**src/rtl/move_ctrl.sv**
```systemverilog
// Player move sequencer for the 16x16 tile map: reads the target tile, classifies it and
// updates position, key count and (for consumed keys/doors) the map.
module move_ctrl #(
  parameter logic [15:0] WALL_LO  = 16'd1,
  parameter logic [15:0] WALL_HI  = 16'd3,
  parameter logic [15:0] KEY_LO   = 16'd4,
  parameter logic [15:0] KEY_HI   = 16'd7,
  parameter logic [15:0] DOOR_LO  = 16'd8,
  parameter logic [15:0] DOOR_HI  = 16'd9,
  parameter logic [15:0] FLOOR_ID = 16'd0,
  parameter logic [3:0]  START_X  = 4'd1,
  parameter logic [3:0]  START_Y  = 4'd1
) (
  input  logic        clk,
  input  logic        rst,
  input  logic        move_valid,
  input  logic [1:0]  move_dir,
  output logic        move_ready,
  input  logic        level_load,
  output logic [7:0]  map_addr,
  output logic        map_rd_en,
  input  logic [15:0] map_rd_data,
  output logic        map_wr_en,
  output logic [15:0] map_wr_data,
  output logic [3:0]  player_x,
  output logic [3:0]  player_y,
  output logic [3:0]  key_num,
  output logic        done,
  output logic [2:0]  result
);

  typedef enum logic [1:0] {StIdle, StRead, StWait, StApply} state_e;

  localparam logic [2:0] ResMoved      = 3'd0;
  localparam logic [2:0] ResWall       = 3'd1;
  localparam logic [2:0] ResKey        = 3'd2;
  localparam logic [2:0] ResDoorOpen   = 3'd3;
  localparam logic [2:0] ResDoorLocked = 3'd4;
  localparam logic [2:0] ResEdge       = 3'd5;

  state_e      state_q, state_d;
  logic [3:0]  px_q, px_d, py_q, py_d, keys_q, keys_d;
  logic [2:0]  result_q, result_d;
  logic        done_q, done_d, rd_en_q, rd_en_d, wr_en_q, wr_en_d, ready_q, ready_d;
  logic [7:0]  addr_q, addr_d;

  logic [3:0]  nx, ny;
  logic        off_map;
  logic        is_wall, is_key, is_door;

  assign is_wall = (map_rd_data >= WALL_LO) && (map_rd_data <= WALL_HI);
  assign is_key  = (map_rd_data >= KEY_LO)  && (map_rd_data <= KEY_HI);
  assign is_door = (map_rd_data >= DOOR_LO) && (map_rd_data <= DOOR_HI);

  always_comb begin
    nx      = px_q;
    ny      = py_q;
    off_map = 1'b0;
    unique case (move_dir)
      2'd0: begin off_map = (py_q == 4'd0);  ny = py_q - 4'd1; end
      2'd1: begin off_map = (py_q == 4'd15); ny = py_q + 4'd1; end
      2'd2: begin off_map = (px_q == 4'd0);  nx = px_q - 4'd1; end
      2'd3: begin off_map = (px_q == 4'd15); nx = px_q + 4'd1; end
    endcase
  end

  always_comb begin
    state_d  = state_q;
    px_d     = px_q;
    py_d     = py_q;
    keys_d   = keys_q;
    result_d = result_q;
    addr_d   = addr_q;
    done_d   = 1'b0;
    rd_en_d  = 1'b0;
    wr_en_d  = 1'b0;

    unique case (state_q)
      StIdle: begin
        // level_load wins over a simultaneous move command
        if (level_load) begin
          px_d   = START_X;
          py_d   = START_Y;
          keys_d = 4'd0;
        end else if (move_valid) begin
          if (off_map) begin
            result_d = ResEdge;
            done_d   = 1'b1;
            state_d  = StApply;
          end else begin
            addr_d  = {ny, nx};
            rd_en_d = 1'b1;
            state_d = StRead;
          end
        end
      end
      StRead: state_d = StWait;
      StWait: begin
        done_d  = 1'b1;
        state_d = StApply;
        if (is_wall) begin
          result_d = ResWall;
        end else if (is_key) begin
          px_d     = addr_q[3:0];
          py_d     = addr_q[7:4];
          keys_d   = (keys_q == 4'd15) ? keys_q : keys_q + 4'd1;
          wr_en_d  = 1'b1;
          result_d = ResKey;
        end else if (is_door) begin
          if (keys_q != 4'd0) begin
            px_d     = addr_q[3:0];
            py_d     = addr_q[7:4];
            keys_d   = keys_q - 4'd1;
            wr_en_d  = 1'b1;
            result_d = ResDoorOpen;
          end else begin
            result_d = ResDoorLocked;
          end
        end else begin
          px_d     = addr_q[3:0];
          py_d     = addr_q[7:4];
          result_d = ResMoved;
        end
      end
      StApply: state_d = StIdle;
      default: state_d = StIdle;
    endcase

    ready_d = (state_d == StIdle);
  end

  always_ff @(posedge clk) begin
    if (rst) begin
      state_q  <= StIdle;
      px_q     <= START_X;
      py_q     <= START_Y;
      keys_q   <= 4'd0;
      result_q <= ResMoved;
      addr_q   <= 8'd0;
      done_q   <= 1'b0;
      rd_en_q  <= 1'b0;
      wr_en_q  <= 1'b0;
      ready_q  <= 1'b1;
    end else begin
      state_q  <= state_d;
      px_q     <= px_d;
      py_q     <= py_d;
      keys_q   <= keys_d;
      result_q <= result_d;
      addr_q   <= addr_d;
      done_q   <= done_d;
      rd_en_q  <= rd_en_d;
      wr_en_q  <= wr_en_d;
      ready_q  <= ready_d;
    end
  end

  assign move_ready  = ready_q;
  assign map_addr    = addr_q;
  assign map_rd_en   = rd_en_q;
  assign map_wr_en   = wr_en_q;
  assign map_wr_data = FLOOR_ID;
  assign player_x    = px_q;
  assign player_y    = py_q;
  assign key_num     = keys_q;
  assign done        = done_q;
  assign result      = result_q;

endmodule
```
**config.mk**
```make
export PLATFORM = sky130hd
export DESIGN_NAME = move_ctrl
export DESIGN_NICKNAME = d
export VERILOG_FILES = /design/src/rtl/move_ctrl.sv
export SDC_FILE = /design/constraint.sdc
export NUM_CORES = 1
export LEC_CHECK = 0
export CAP_MARGIN = 5
export CORE_AREA = 2 2 68 70
export CTS_BUF_LIST = sky130_fd_sc_hd__clkbuf_2
export CTS_CLUSTER_SIZE = 12
export DETAILED_ROUTE_END_ITERATION = 7
export DIE_AREA = 0 0 70 72
export GPL_TIMING_DRIVEN = 0
export PLACE_DENSITY = 0.77
export SYNTH_ARGS = -nofsm -noshare
export SYNTH_HDL_FRONTEND = slang
export SYNTH_SLANG_ARGS = --single-unit
```
**constraint.sdc**
```tcl
create_clock -name clk -period 5.2 [get_ports clk]
set_clock_uncertainty 0.15 [all_clocks]
set_input_delay 1.04 -clock clk [delete_from_list [all_inputs] [get_ports clk]]
set_output_delay 1.04 -clock clk [all_outputs]
set_load 0.02 [all_outputs]
```
==> impl_metrics.tcl, run 1 <==
set metrics [dict create \
    drv_cap 0 \
    async_reset_ff_share_pct 0 \
    crit_required_ps 5290 \
    setup_viol 0 \
    max_freq_ghz 0.3030 \
    die_width_um 70 \
    tritoncts "yes" \
    fin_hold_ws_ps 337.8 \
    die_h_um 72 \
    cts_buffer_depth 2 \
    grt_start_max_net_pins 11 \
    syn_inst 203 \
    dr.pass1.iters 4 \
    grt_first_pass_wirelength_um 7065 \
    path_class "in2reg" \
    final_antenna_net_count 0 \
    vias 1649 \
    ys_seq_elements 29 \
    clock_latency_ps 370 \
    drc 0 \
    grt_antenna_before_repair 0 \
    crit_path_start_kind "primary input" \
    clock-sinks 29 \
    gp_congestion 0.8023 \
    cellPowerDensity_mw_per_mm2 339.5 \
    placed_area_mm2 0.002462 \
    die_area_mm2 0.005040 \
    syn_area_mm2 0.001861 \
    hold_viol 0 \
    synth.area.top_cells "dfxtp_1, buf_4, nor2_1" \
    drt_iter0_drc 73 \
    drive_gt1_share_pct 13.87 \
    cp.arrival_ps 3390 \
    cts_root_buffer "clkbuf_2" \
    slew_headroom_pct 52.92 \
    io_pins 65 \
    syn_avg_cell_area_um2 9.165 \
    critPathCaptureType "flip-flop" \
    crit_fanout 4 \
    yosys_warnings 0 \
    finalInstanceArea_mm2 0.002526 \
    synth-seq-area-share_pct 31.20 \
    hold_path.class "reg2reg" \
    ir_worst_vdd_uv 261.5 \
    grt-ovfl-total 0 \
    fin_nets 306 \
    routedWlPerCell_um 12.91 \
    ys_types 49 \
    pre_cts_slack_ps 1550 \
    met2_usage_pct 30.26 \
    netlist.area_leader.share_pct 31.20 \
    post_cts_resized 0 \
    cts_setup_buffers 0 \
    met3_usage_pct 3.611 \
    syn2layout_area_growth_pct 35.78 \
    initial_core_util_pct 43.63 \
    core_mm2 0.004264 \
    leakagePower_uw 0.001011 \
    slew_viol_final 0 \
    h-tree-depth 2 \
    fin_crit_ps 3300 \
    cts_buffers 5 \
    fill_cells 384 \
    r2r_slack_ps 2890 \
    grt_most_used_layer "met2" \
    outcome "complete, no violations" \
    io_buffers 48 \
    setup_tns_ps 0 \
    period_share_pct 63.47 \
    yosys.area.top_type "dfxtp_1" \
    synth-main-ff-cell "dfxtp_1" \
    dp_hpwl_um 3303 \
    final_common_cell "clkdlybuf4s50_1" \
    worst_pin_slew_ps 706.2 \
    layout_common_cells "clkdlybuf4s50_1, dfxtp_1, nor2_1" \
    via_per_inst 5.058 \
    std_cell_rows 24 \
    cts_hold_buf 0 \
    grtUsageMet1_pct 22.16 \
    cts.clk_slew.worst_paths_ps 170 \
    grt_pass1_vias 1590 \
    wirelength_um 4209 \
    n_antenna_cell 0 \
    rsz0062_at_grt "false" \
    grt_util_all_layers_pct 17.30 \
    worst_slack_ps 1900 \
    synth_edf_count 0 \
]
-- power by group --
group          switching (µW)  internal [µW]  leakage [µW]
Combinational             227            188      0.000735
Sequential               24.9            257      0.000236
Clock                    79.0           82.2     0.0000406
Total                     331            526       0.00101
-- final cells by class --
| cell class | instances | area [µm²] | area share (%) |
|---|---|---|---|
| inverters | 7 | 26.28 | 1.040 |
| multi-input cells | 159 | 1131 | 44.77 |
| flip-flops and latches | 29 | 580.6 | 22.98 |
| well taps | 52 | 65.06 | 2.576 |
| repair buffers | 48 | 480.5 | 19.02 |
| plain buffers | 23 | 178.9 | 7.083 |
| clock inverters | 2 | 33.78 | 1.337 |
| clock buffers | 6 | 30.03 | 1.189 |
-- sequential cells by signal, summed over array words and instances (netlist names) --
register	cells
move_ready	1
map_addr	8
map_wr_en	1
done	1
result	3
state_q	2
player_y	4
map_rd_en	1
player_x	4
key_num	4
-- stage by stage --
step,total power [µW],instances,util (%)
floorplan,582.0,218,-
CTS,863.8,326,59.24
finish,857.6,326,59.24
global route,912.9,326,59.24
detailed placement,703.7,318,57.75
global placement,694.1,318,57.75
-- critical path, stage by stage --
cell	delay, ps
clkdlybuf4s50_1	400
nor4_1	500
nand4b_1	300
ha_1	360
a21o_1	170
a21oi_1	160
xor2_1	110
a211oi_1	250
o22ai_1	100
-- routing by layer --
metal,up-vias,part of all wire (%)
met2,45,48
li1,836,-
met4,0,0.67
met1,762,47
met3,6,4.9
met5,-,0
-- cells by family (layout without fill, tap and decap cells) --
kind of cell,after synthesis,count (layout),synth area share [%]
xor+xnor,8,8,3.766
flops,29,29,31.20
compound gates,36,36,17.01
buf+inv,30,86,11.03
fa+ha+maj,11,11,8.608
simple gates,77,77,21.59
mux,11,11,6.591
other cells,1,16,0.2016
-- Yosys cell counts (3+ instances only) --
library cell / n
xnor2_1: 6
dfxtp_1: 29
a21o_1: 3
nor4_1: 4
nor3_1: 3
and2_1: 6
inv_1: 7
buf_4: 16
clkbuf_1: 3
ha_1: 8
o21ai_0: 3
nand2b_1: 7
nor2_1: 28
a21oi_1: 8
fa_1: 3
nand2_1: 11
a211oi_2: 4
or4_1: 6
mux2i_1: 10
-- worst paths after layout --
check / from / endpoint / cells after the start
max: map_rd_data[13] / key_num[3]$_SDFFE_PP0P_ / 9
min: map_addr[6]$_SDFFE_PP0P_ / map_addr[6]$_SDFFE_PP0P_ / 2
max reg2reg: player_y[0]$_SDFFE_PP1P_ / map_addr[2]$_SDFFE_PP0P_ / 6
min reg2reg: map_addr[6]$_SDFFE_PP0P_ / map_addr[6]$_SDFFE_PP0P_ / 2
No activity file was read; power rests on OpenSTA's default activity.
==> inputs of run 2 (changes only) <==
- clock period: 5.2 -> 3.4 ns (I/O delays scaled with it)
==> results of run 2 <==
The final DEF is identical to that of run 1. Status: complete, no violations.
Main changes from that run: setup slack after placement 1550 ps -> 110.1 ps; setup slack after layout 1900 ps -> 459.7 ps; register-to-register setup slack 2890 ps -> 1090 ps; total power 857.6 µW -> 1312 µW; worst IR drop on VDD 261.5 µV -> 399.9 µV
==> inputs of run 3 (changes only) <==
- REMOVE_ABC_BUFFERS: default -> 1
- TNS_END_PERCENT: default -> 1
- clock period: 3.4 -> 3.43 ns (I/O delays scaled with it)
==> impl_metrics.tcl, run 3 (synthesis results as in run 1) <==
set metrics [dict create \
    grt_util_all_layers_pct 15.16 \
    syn2layout_area_growth_pct 24.55 \
    crit_fanout 14 \
    worst_pin_slew_ps 1232 \
    cts_hold_buf 0 \
    layout_common_cells "clkdlybuf4s50_1, dfxtp_1, nor2_1" \
    gp_congestion 0.8037 \
    fill_cells 409 \
    die_area_mm2 0.005040 \
    r2r-start "state_q[0]$_SDFF_PP0_" \
    die_width_um 70 \
    wirelength_um 3816 \
    grt-ovfl-total 0 \
    drive_gt1_share_pct 7.200 \
    clock-sinks 29 \
    cellPowerDensity_mw_per_mm2 503.9 \
    r2r_slack_ps 890 \
    dp.cells 295 \
    std_cell_rows 24 \
    post_cts_resized 0 \
    grt_first_pass_wirelength_um 6134 \
    hold_viol 0 \
    min_to "map_addr[6]$_SDFFE_PP0P_" \
    ir_worst_vdd_uv 230.0 \
    clock_latency_ps 370 \
    cts.clk_slew.worst_paths_ps 150 \
    dr.pass1.iters 4 \
    hold_depth 2 \
    vias 1550 \
    min_from "map_addr[6]$_SDFFE_PP0P_" \
    grt_antenna_before_repair 0 \
    core_mm2 0.004264 \
    cts_buffers 5 \
    initial_core_util_pct 43.63 \
    setup_tns_ps 0 \
    grt_start_max_net_pins 32 \
    via_per_inst 5.132 \
    leakagePower_uw 0.0008828 \
    critPathCaptureType "flip-flop" \
    routedWlPerCell_um 12.64 \
    fin_nets 283 \
    n_antenna_cell 0 \
    grt_pass1_vias 1353 \
    fin_hold_ws_ps 338.0 \
    largest_reg_flops 8 \
    setup_viol 0 \
    crit_path_start_kind "primary input" \
    dp_hpwl_um 2854 \
    io_pins 65 \
    slew_viol_final 0 \
    outcome "complete, no violations" \
    path_class "in2reg" \
    cts_setup_buffers 0 \
    h-tree-depth 2 \
    die_h_um 72 \
    cts_buffer_depth 2 \
    cp.arrival_ps 3050 \
    final_util_pct 54.34 \
    crit_required_ps 3560 \
    period_share_pct 85.33 \
    io_buffers 48 \
    stdcell_count 302 \
    ff2ff_path_depth 6 \
    r2r-end "player_y[1]$_SDFFE_PP0P_" \
    rsz0062_at_grt "false" \
    final_antenna_net_count 0 \
    fin_crit_ps 2927 \
    cts_root_buffer "clkbuf_2" \
    drv_cap 0 \
    power_uw 1168 \
    hold_path.class "reg2reg" \
    drc 0 \
    max_freq_ghz 0.3417 \
    final_common_cell "clkdlybuf4s50_1" \
    tritoncts "yes" \
    slew_headroom_pct 17.63 \
    drt_iter0_drc 74 \
]
## run 3: cell types whose count changed in the layout (fill, tap and decap cells not counted), sizes merged
cell / previous run / this run
buf: 19 / 0
bufinv: 1 / 0
clkbuf: 9 / 6
dlygate4sd3: 1 / 0
## run 3: layer usage
metal / track usage [%] / vias to the layer above / part of all wire (%)
met1: 19.24 / 727 / 46
met2: 24.97 / 37 / 48
met3: 3.472 / 6 / 4.6
met5: 0 / - / 0
met4: 6.410 / 0 / 1.1
li1: - / 780 / -
## run 3: where the power goes
| group | total [µW] | internal (µW) | leakage (µW) | switching [µW] |
|---|---|---|---|---|
| clock | 163 | 47.4 | 0.0000265 | 115 |
| sequential | 427 | 389 | 0.000236 | 38.0 |
| combinational | 578 | 247 | 0.000621 | 330 |
| total | 1170 | 684 | 0.000883 | 484 |
## run 3: how the worst max path moves through the flow
stage                                     endpoint  slack, ps             from
final                     map_addr[7]$_SDFFE_PP0P_        500      move_dir[1]
after CTS                 map_addr[7]$_SDFFE_PP0P_        500      move_dir[1]
after floorplan            key_num[3]$_SDFFE_PP0P_        840  map_rd_data[13]
after detailed placement  map_addr[7]$_SDFFE_PP0P_        120      move_dir[1]
after global placement    map_addr[7]$_SDFFE_PP0P_        150      move_dir[1]
after global routing      map_addr[7]$_SDFFE_PP0P_        390      move_dir[1]
## run 3: cell type report
type / count / area [µm²] / share of cell area [%]
tap: 52 / 65.06 / 2.808
clock buffer: 6 / 30.03 / 1.296
sequential: 29 / 580.6 / 25.05
clock inverter: 1 / 3.754 / 0.1620
timing repair buffer: 48 / 480.5 / 20.73
multi-input combinational: 159 / 1131 / 48.81
inverter: 7 / 26.28 / 1.134
## run 3: per-stage QoR
step           setup WS, ps  instance area [µm²]
5_1_grt               387.4                 2317
4_1_cts               504.1                 2317
3_3_place_gp          153.5                 2283
3_5_place_dp          122.1                 2283
6_report              503.3                 2317
2_1_floorplan         835.3                 1738
## run 3: critical path: stages
cell             delay, ps
clkdlybuf4s50_1        680
nand2b_1               330
ha_1                   300
a21o_2                 210
a21oi_1                180
xnor2_1                 90
or3_1                  320
a311oi_2               250
